$ cat config.mk
export PLATFORM = sky130hd
export DESIGN_NAME = pool_max_stream
export DESIGN_NICKNAME = d
export VERILOG_FILES = /design/src/rtl/pool_max_stream.sv
export SDC_FILE = /design/constraint.sdc
export NUM_CORES = 1
export LEC_CHECK = 0
export ABC_AREA = 1
export BUFFER_PORTS_ARGS = -buffer_cell sky130_fd_sc_hd__buf_2
export CAP_MARGIN = 15
export CORE_MARGIN = 4
export CORE_UTILIZATION = 25
export DETAILED_ROUTE_END_ITERATION = 10
export GPL_ROUTABILITY_DRIVEN = 0
export GPL_TIMING_DRIVEN = 0
export HOLD_SLACK_MARGIN = 0.06
export PLACE_DENSITY = 0.48
export SETUP_SLACK_MARGIN = 0.05
export SYNTH_ARGS = -nofsm -noshare
export SYNTH_HDL_FRONTEND = slang
export SYNTH_SLANG_ARGS = --single-unit
$ cat constraint.sdc
create_clock -name clock -period 2.5 [get_ports clock]
set_input_delay 0.375 -clock clock [delete_from_list [all_inputs] [get_ports clock]]
set_output_delay 0.375 -clock clock [all_outputs]
set_load 0.005 [all_outputs]
$ cat src/rtl/pool_max_stream.sv
// Streaming per-lane max-pooling stage.
// Folds WINDOW accepted vectors into one vector that holds each lane's maximum.
// The stage is always ready; out_valid pulses for one cycle per completed window.
module pool_max_stream #(
    parameter int SIZE   = 4,
    parameter int WINDOW = 4,
    localparam int CNT_W = $clog2(WINDOW)
) (
    input  logic              clock,
    input  logic              reset,
    input  logic              in_valid,
    input  logic [8*SIZE-1:0] in_data,
    input  logic              clear,
    output logic              out_valid,
    output logic [8*SIZE-1:0] out_data,
    output logic [CNT_W-1:0]  win_pos
);

    localparam logic [CNT_W-1:0] LastPos = CNT_W'(WINDOW - 1);
    localparam logic [CNT_W-1:0] OnePos  = CNT_W'(1);

    logic [8*SIZE-1:0] runMax_q, runMax_d;
    logic [8*SIZE-1:0] outData_q, outData_d;
    logic              outValid_q, outValid_d;
    logic [CNT_W-1:0]  winPos_q, winPos_d;
    logic [8*SIZE-1:0] laneMax;

    // Unsigned per-lane maximum of the running max and the incoming vector.
    always_comb begin
        laneMax = '0;
        for (int i = 0; i < SIZE; i++) begin
            if (in_data[8*i +: 8] > runMax_q[8*i +: 8]) begin
                laneMax[8*i +: 8] = in_data[8*i +: 8];
            end else begin
                laneMax[8*i +: 8] = runMax_q[8*i +: 8];
            end
        end
    end

    // Next state: clear beats completion; the first element of a window is loaded, not compared.
    always_comb begin
        runMax_d   = runMax_q;
        outData_d  = outData_q;
        outValid_d = 1'b0;
        winPos_d   = winPos_q;
        if (clear) begin
            if (in_valid) begin
                runMax_d = in_data;
                winPos_d = OnePos;
            end else begin
                winPos_d = '0;
            end
        end else if (in_valid) begin
            if (winPos_q == '0) begin
                runMax_d = in_data;
                winPos_d = OnePos;
            end else if (winPos_q == LastPos) begin
                outData_d  = laneMax;
                outValid_d = 1'b1;
                winPos_d   = '0;
            end else begin
                runMax_d = laneMax;
                winPos_d = winPos_q + OnePos;
            end
        end
    end

    // State registers, cleared immediately by the active-low reset.
    always_ff @(posedge clock or negedge reset) begin
        if (!reset) begin
            runMax_q   <= '0;
            outData_q  <= '0;
            outValid_q <= 1'b0;
            winPos_q   <= '0;
        end else begin
            runMax_q   <= runMax_d;
            outData_q  <= outData_d;
            outValid_q <= outValid_d;
            winPos_q   <= winPos_d;
        end
    end

    assign out_valid = outValid_q;
    assign out_data  = outData_q;
    assign win_pos   = winPos_q;

endmodule

==> flow_summary.ini <==
[global_route]
grt_usage_pct = 13.2
grt-ovfl-total = 0
grt_start_max_net_pins = 51
antenna_found_initial = 1
grt_pass1_wl_um = 20700
grt_pass1_vias = 4089

[setup_path]
regToRegStartpoint = win_pos[0]
crit_fanout = 10
crit_path_start = win_pos[0]
critPathCapture = runMax_q[31]
ff2ff_setup_slack_ns = 0.65
r2r_cells = 9
crit_type = reg2reg
crit_arrival_ns = 2.08
critPathLaunchType = register
rr_endpoint = runMax_q[31]
end_kind = register
cp.required_ns = 2.73

[synth]
syn_avg_cell_area_um2 = 7.96
synthCells = 539
ys_seq_area_share_pct = 39.1
synth_area_leaders = dfrtp_1 (39%), ha_1 (10%), nand2_1 (8.0%)
synth_seq_cells = 67
yosysTopAreaCell = dfrtp_1
yosysWarningCount = 0
syn-num-nets = 610
yosys.cell_types.count = 22
syn-cell-area_um2 = 4290
synth_top_area_share_pct = 39.1

[sta]
slew_headroom_pct = 63.3
tightest_slew_ns = 0.550
timing.final.crit_share_pct = 74.0
holdWs_ns = 0.289
period_needed_ns = 1.85
finalSetupTns_ns = 0
fin_ws_ns = 0.650
skew_ns = 0.00294
finalSetupViolations = 0
fmaxAchievable_ghz = 0.541
slew_violations = 0
finalHoldViolations = 0
rsz0062_at_grt = no

[power_and_ir_drop]
seqPwrFrac_pct = 36.9
switchingPower_mw = 1.48
power_mw = 4.16
p_per_area_nw_per_um2 = 794
intPower_mw = 2.68
p_leak_nw = 2.71
clockPowerShare_pct = 29.2
combPwrFrac_pct = 33.9
power.share.switching_pct = 35.5
vdd_drop_max_mv = 0.324

[cts]
clkTransAtPathRegs_ns = 0.05
postCtsSetupBuffers = 0
clock-sinks = 67
root_buffer = clkbuf_16
clock_latency_ns = 0.33
cts_buffer_depth = 2
cts_buffers = 9
cts_tree = yes
htreeDepth = 3

[floorplan]
rows = 47
coreArea_um2 = 16700
die_w_um = 139
die-area_um2 = 19300
initial_core_util_pct = 25.7
io_pins = 71
die_y_um = 139

[routing]
drc_errors = 0
drt_wl_total_um = 12200
dr.pass1.iters = 5
viasPerCell = 4.51
vias = 3817
wl_per_cell_um = 14.4
first_iter_violations = 234
ant_nets = 0

[layout]
final_layout_size_suffix_gt1_share_pct = 24.4
num-nets-final = 693
fillers = 1844
syn_to_final_growth_pct = 22.1

[worst_hold_path]
hold_path.class = in2reg

[place]
dp_slack_ns = 0.607
port_buffers = 70
dp_hpwl_um = 8970

[run_status]
status = finished clean

[run]
timing.max_cap.violations = 0
critical path, stage by stage (launching register included):
cell,delay [ns]
dfrtp_1,0.38
inv_1,0.09
ha_1,0.23
nor2_4,0.31
a21oi_4,0.11
inv_2,0.14
buf_2,0.29
nor2_1,0.07
nand2_1,0.07
nand2_1,0.04
cells by family (layout without fill, tap and decap cells):
kind of cell	after synthesis	in the layout	synth area share (%)
adder cells (fa/ha/maj)	35	35	10.2
AO/OA/AOI/OAI	108	108	13.8
other	0	1	0
flip-flops	67	67	39.1
buffers and inverters	99	186	9.21
AND/OR/NAND/NOR	230	230	27.7
area by class of cell:
type                    instances  area [um^2]  share of cell area [%]
diodes                          1         2.50                  0.0478
plain buffers                  18         91.3                    1.74
clock buffers                  13          270                    5.16
clock inverters                 2         10.0                   0.191
inverters                      81          304                    5.80
multi-input cells             373         2220                    42.4
flip-flops and latches         67         1680                    32.0
well taps                     220          275                    5.25
repair buffers                 72          390                    7.45
worst min path at each step:
stage / start / end / slack (ns) / depth (start not counted)
2_1_floorplan: reset / out_data[0] / 0.08 / 0
3_3_place_gp: out_data[5] / out_data[5] / 0.47 / 2
3_5_place_dp: reset / runMax_q[17] / 0.28 / 1
4_1_cts: clear / out_valid / 0.27 / 2
5_1_grt: clear / out_valid / 0.29 / 2
6_report: clear / out_valid / 0.29 / 2
placed cells by master (no fill, tap or decap), types with 9 or more instances in the layout:
master     count
nor2_1        45
nand2_2       11
clkbuf_16      9
a21oi_1       60
inv_1         74
buf_2         82
nand3_1       57
nand2_1       91
o21ai_1       31
ha_1          35
dfrtp_1       67
registers in the layout, indices dropped and copies added (netlist names):
| register | cells |
|---|---|
| out_valid | 1 |
| out_data | 32 |
| win_pos | 2 |
| runMax_q | 32 |
Yosys cell counts:
library cell	n
a31oi_1	2
buf_2	13
a21oi_4	1
nor2_1	45
o21ai_1	31
inv_2	7
dfrtp_1	67
nand2_1	91
a21oi_2	8
a21oi_1	60
nand3_2	8
buf_4	2
o21ai_0	2
clkbuf_1	3
a21o_1	4
inv_1	74
nand2_2	11
ha_1	35
nor2_4	6
nand2_4	8
nand4_4	4
nand3_1	57
what timing repair did:
action	4_1_cts	5_1_grt
hold endpoints to repair	17	0
hold buffers	1	0
gates resized for setup	0	0
power groups by stage:
stage	Clock, mW	Sequential, mW	Combinational (mW)
2_1_floorplan	0	1.55	0.895
6_report	1.22	1.54	1.41
4_1_cts	1.26	1.54	1.44
3_3_place_gp	0	1.55	1.40
5_1_grt	1.30	1.58	1.62
3_5_place_dp	0	1.55	1.44
layer usage:
layer	vias to the layer above	routed length, um	global-route usage (%)
met5	-	16	0
met4	2	209	4.48
met3	16	608	2.97
met2	83	5520	21.3
met1	1787	5850	17.6
li1	1929	-	-
metrics by stage:
step           util (%)  instances  instance area [um^2]
4_1_cts            31.4        846                  5240
5_1_grt            31.4        846                  5240
3_5_place_dp       29.6        830                  4950
2_1_floorplan         -        539                  4290
3_3_place_gp       29.4        829                  4920
6_report           31.4        847                  5240
No activity file was read; power rests on OpenSTA's default activity.
